--- src/rtl/scan_mux_n.sv ---
// Registered N-channel W-bit mux with manual select or prescaled round-robin auto scan.
// Latency 1 cycle from din/sel_in to outputs; no backpressure, outputs update every edge.
module scan_mux_n #(
    parameter int WIDTH    = 8,
    parameter int CHANNELS = 8,
    parameter int SEL_W    = 3,
    parameter int DIV_W    = 16
) (
    input  logic                      clk,
    input  logic                      rst,
    input  logic                      mode,
    input  logic [SEL_W-1:0]          sel_in,
    input  logic [DIV_W-1:0]          div_val,
    input  logic                      freeze,
    input  logic [CHANNELS*WIDTH-1:0] din,
    output logic [WIDTH-1:0]          dout,
    output logic [SEL_W-1:0]          sel_out,
    output logic [CHANNELS-1:0]       chan_onehot,
    output logic                      wrap,
    output logic                      sel_err
);

    localparam logic [SEL_W:0]   CHAN_LIM = (SEL_W+1)'(CHANNELS);
    localparam logic [SEL_W-1:0] LAST_CH  = SEL_W'(CHANNELS - 1);

    logic [SEL_W-1:0]    r_sel;
    logic [DIV_W-1:0]    r_cnt;
    logic [WIDTH-1:0]    r_dout;
    logic [CHANNELS-1:0] r_onehot;
    logic                r_wrap;
    logic                r_sel_err;

    logic                w_sel_ok;
    logic [SEL_W-1:0]    w_sel_next;
    logic [DIV_W-1:0]    w_cnt_next;
    logic                w_wrap_next;
    logic                w_err_next;
    logic [WIDTH-1:0]    w_dout_next;
    logic [CHANNELS-1:0] w_onehot_next;

    // Widened compare so CHANNELS == 2**SEL_W never overflows the limit constant.
    assign w_sel_ok = ({1'b0, sel_in} < CHAN_LIM);

    always_comb begin
        w_sel_next  = r_sel;
        w_cnt_next  = r_cnt;
        w_wrap_next = 1'b0;
        w_err_next  = 1'b0;
        if (!mode) begin
            w_cnt_next = '0;
            if (w_sel_ok) begin
                w_sel_next = sel_in;
            end else begin
                w_err_next = 1'b1;
            end
        end else if (!freeze) begin
            if (r_cnt >= div_val) begin
                w_cnt_next = '0;
                if (r_sel == LAST_CH) begin
                    w_sel_next  = '0;
                    w_wrap_next = 1'b1;
                end else begin
                    w_sel_next = r_sel + 1'b1;
                end
            end else begin
                w_cnt_next = r_cnt + 1'b1;
            end
        end
    end

    // Constant-index decode keeps every slice in range for non-power-of-two counts.
    always_comb begin
        w_dout_next   = '0;
        w_onehot_next = '0;
        for (int k = 0; k < CHANNELS; k++) begin
            if (w_sel_next == SEL_W'(k)) begin
                w_dout_next      = din[k*WIDTH +: WIDTH];
                w_onehot_next[k] = 1'b1;
            end
        end
    end

    always_ff @(posedge clk or posedge rst) begin
        if (rst) begin
            r_sel     <= '0;
            r_cnt     <= '0;
            r_dout    <= '0;
            r_onehot  <= CHANNELS'(1);
            r_wrap    <= 1'b0;
            r_sel_err <= 1'b0;
        end else begin
            r_sel     <= w_sel_next;
            r_cnt     <= w_cnt_next;
            r_dout    <= w_dout_next;
            r_onehot  <= w_onehot_next;
            r_wrap    <= w_wrap_next;
            r_sel_err <= w_err_next;
        end
    end

    assign dout        = r_dout;
    assign sel_out     = r_sel;
    assign chan_onehot = r_onehot;
    assign wrap        = r_wrap;
    assign sel_err     = r_sel_err;

endmodule

--- config.mk ---
export PLATFORM = sky130hd
export DESIGN_NAME = scan_mux_n
export DESIGN_NICKNAME = d
export VERILOG_FILES = /design/src/rtl/scan_mux_n.sv
export SDC_FILE = /design/constraint.sdc
export NUM_CORES = 1
export LEC_CHECK = 0
export BUFFER_PORTS_ARGS = -buffer_cell sky130_fd_sc_hd__buf_2
export CORE_MARGIN = 5
export CORE_UTILIZATION = 25
export CTS_CLUSTER_DIAMETER = 200
export DETAILED_ROUTE_END_ITERATION = 10
export GPL_ROUTABILITY_DRIVEN = 0
export PLACE_DENSITY = 0.57
export SLEW_MARGIN = 20
export SYNTH_ARGS = -nofsm -noshare
export SYNTH_HDL_FRONTEND = slang
export SYNTH_SLANG_ARGS = --single-unit
--- constraint.sdc ---
create_clock -name clk -period 3.7 [get_ports clk]
set_input_delay 0.555 -clock clk [delete_from_list [all_inputs] [get_ports clk]]
set_output_delay 0.555 -clock clk [all_outputs]
set_load 0.05 [all_outputs]
==> impl_metrics.py <==
metrics = {
    "critical_path": {
        "path_class": "reg2reg",
        "crit_path_top_delay_cell": "a2111o_1",
        "worst_ep_required_time_ns": 3.84,
        "path_cells": "inv_1 -> ha_1 -> nand2b_1 -> a2111o_1 -> a41oi_2 -> a31oi_1 -> nor3_4 -> buf_12 -> mux2_1 -> a22oi_1 -> o2111ai_1",
        "cpLargestDelayFamily": "compound AO/OA/AOI/OAI gates",
        "worst_setup_path_end_kind": "flop",
        "critPathArrivalTime_ns": 3.28,
        "crit_path_start_kind": "flop",
        "slowest_delay_ns": 0.46,
        "cp_max_fo": 35,
        "path_buf_inv": 2,
    },
    "route": {
        "drc": 0,
        "met1_length_um": 3210,
        "ant_nets": 0,
        "via_count": 2471,
        "wl_per_cell_um": 14.04,
        "wl_met2_um": 3531,
        "drt_wl_total_um": 7481,
        "first_pass_iters": 4,
        "vias_per_cell": 4.636,
        "met3WireLength_um": 675,
        "highest_layer": "met4",
        "drtIter0Drc": 127,
    },
    "synth": {
        "synth_cell_types": 40,
        "synth-seq-cells": 36,
        "seq_area_frac_synth_pct": 34.35,
        "synth_top_flop_cell": "dfrtp_1",
        "synthesis.nets": 398,
        "ys_warn_count": 0,
        "synth_xor_area_share_pct": 0,
        "synthAdderAreaFrac_pct": 9.052,
        "yosysTopAreaCellShare_pct": 33.35,
        "synth_most_common_cell": "dfrtp_1",
        "synthArstFlopShare_pct": 100.0,
        "synthTopCellsByCount": "dfrtp_1, o21ai_0, mux2i_1",
        "synthSimpleGateAreaFrac_pct": 19.49,
        "muxShareOfSynthArea_pct": 16.10,
        "synth_compound_area_share_pct": 14.77,
        "synth_top_family_by_area": "simple AND/OR/NAND/NOR gates",
        "yosys.area.top_type": "dfrtp_1",
        "postSynthCellCount": 292,
        "synth_area_mm2": 0.002626,
        "synth_area_leaders": "dfrtp_1, mux2i_1, ha_1",
        "synth_area_per_cell_um2": 8.994,
        "synth-edff-count": 0,
    },
    "global_route": {
        "grt_overflow": 0,
        "antenna_found_initial": 0,
        "grt_pass1_vias": 2649,
        "grt_pass1_wl_um": 12320,
        "grt_max_degree": 36,
        "globalRouteTotalUtil_pct": 11.75,
    },
    "power": {
        "power.share.clock_pct": 24.9,
        "powerDensity_mw_per_mm2": 347.1,
        "leakage_uw": 0.001791,
        "p_sw_share_pct": 37.41,
        "p_sw_uw": 442.0,
        "pwr-share-seq_pct": 37.8,
        "p_int_uw": 739.6,
        "total_power_uw": 1182,
        "pwr-share-comb_pct": 37.4,
        "vdd_ir_drop_max_uv": 168.7,
    },
    "timing": {
        "fin_skew_ns": 0.008612,
        "tns_ns": 0,
        "postLayoutSetupSlackWorst_ns": 0.5589,
        "rsz0062_at_grt": "no",
        "slew_viol_final": 0,
        "tightest_slew_ns": 0.7180,
        "setup_violations": 0,
        "period_share_pct": 84.90,
        "hold_viol": 0,
        "slew_headroom_pct": 52.08,
        "max_freq_ghz": 0.3184,
        "period_minus_slack_ns": 3.141,
    },
    "clock_tree": {
        "cts_buffers": 5,
        "cts_tree": "yes",
        "postCtsSetupRepairBufs": 0,
        "clk_pin_slew_ns": 0.08,
        "cts_max_level": 2,
        "cts_root_buf": "clkbuf_8",
        "postCtsHoldBufs": 0,
        "clock-sinks": 36,
        "clk-insertion-delay-late_ns": 0.29,
        "clock_path_buffers": 2,
        "cts_resized": 0,
    },
    "floorplan": {
        "core-area_mm2": 0.01028,
        "boundaryPins": 108,
        "dieArea_mm2": 0.01266,
        "die_w_um": 112.5,
        "start_util_pct": 25.55,
        "rows": 37,
        "die_h_um": 112.5,
    },
    "cells_and_area": {
        "nNetsFinal": 502,
        "drive_gt1_share_pct": 34.01,
        "final_area_mm2": 0.003405,
        "antenna_cells": 0,
        "synthToLayoutAreaGrowth_pct": 29.63,
    },
    "placement": {
        "portBuffers": 106,
        "dpl_worst_slack_ns": 0.3617,
        "post-dp-hpwl_um": 6002,
        "placed_area_mm2": 0.003314,
    },
    "run": {
        "maxCapViolCount": 0,
    },
    "min_path": {
        "hp-class": "in2async",
    },
    "status": {
        "status": "complete, no violations",
    },
}
==> per-stage QoR <==
step | cells | hold slack, ns | util, %
after global routing | 533 | 0.4491 | 33.13
after floorplan | 292 | 0.4487 | -
after global placement | 525 | 0.4795 | 32.25
final | 533 | 0.3779 | 33.13
after CTS | 533 | 0.4123 | 33.13
after detailed placement | 525 | 0.4867 | 32.25
==> power by group through the flow <==
stage                     logic [uW]  registers [uW]  clock network (uW)
after detailed placement         448             453                   0
after floorplan                  189             576                   0
final                            441             447                 294
after global placement           440             454                   0
after CTS                        449             447                 303
after global routing             480             450                 319
==> path summary, 6_finish.rpt <==
check / from / to / slack [ns] / depth (start not counted)
min in group clk: r_cnt[15] / r_cnt[15] / 0.50 / 1
min reg2reg: r_cnt[15] / r_cnt[15] / 0.50 / 1
max reg2reg: r_cnt[0] / dout[3] / 0.56 / 11
min: rst / r_cnt[8] / 0.38 / 2
max in group asynchronous: rst / chan_onehot[0] / 2.51 / 3
max: r_cnt[0] / dout[3] / 0.56 / 11
==> cell families (layout without fill, tap and decap cells) <==
group / after synthesis / in the layout
AND/OR/NAND/NOR: 92 / 92
multiplexers: 41 / 41
buffers and inverters: 39 / 144
adder cells (fa/ha/maj): 19 / 19
AO/OA/AOI/OAI: 64 / 64
other: 1 / 1
flip-flops: 36 / 36
==> registers in the layout, indices dropped and copies added, names as in the netlist <==
name and cells:
dout 8, sel_out 3, chan_onehot 8, r_cnt 16
wrap 1
==> cell usage in the layout, fill, tap and decap left out, drive strengths merged, types with 8 or more instances in the layout <==
cell type and n:
nand2 30, clkbuf 8, buf 112, o21ai 35, dfrtp 35, inv 24, mux2i 31, nand2b 13
a31oi 8, and3 14, nor3 10, ha 19, mux2 10
==> routing by layer <==
metal  vias up  track usage, %
li1       1245               -
met1      1139           14.17
met2        81           19.83
met3         6           4.636
met4         0           2.564
met5         -               0
==> area by class of cell <==
| type | instances | area (um2) |
|---|---|---|
| Fill cell | 1103 | 6873 |
| Multi-Input combinational cell | 217 | 1564 |
| Sequential cell | 36 | 902.1 |
| Timing Repair Buffer | 112 | 588.1 |
| Tap cell | 136 | 170.2 |
| Clock buffer | 8 | 90.09 |
| Inverter | 24 | 90.09 |
No activity file was read; power rests on OpenSTA's default activity.
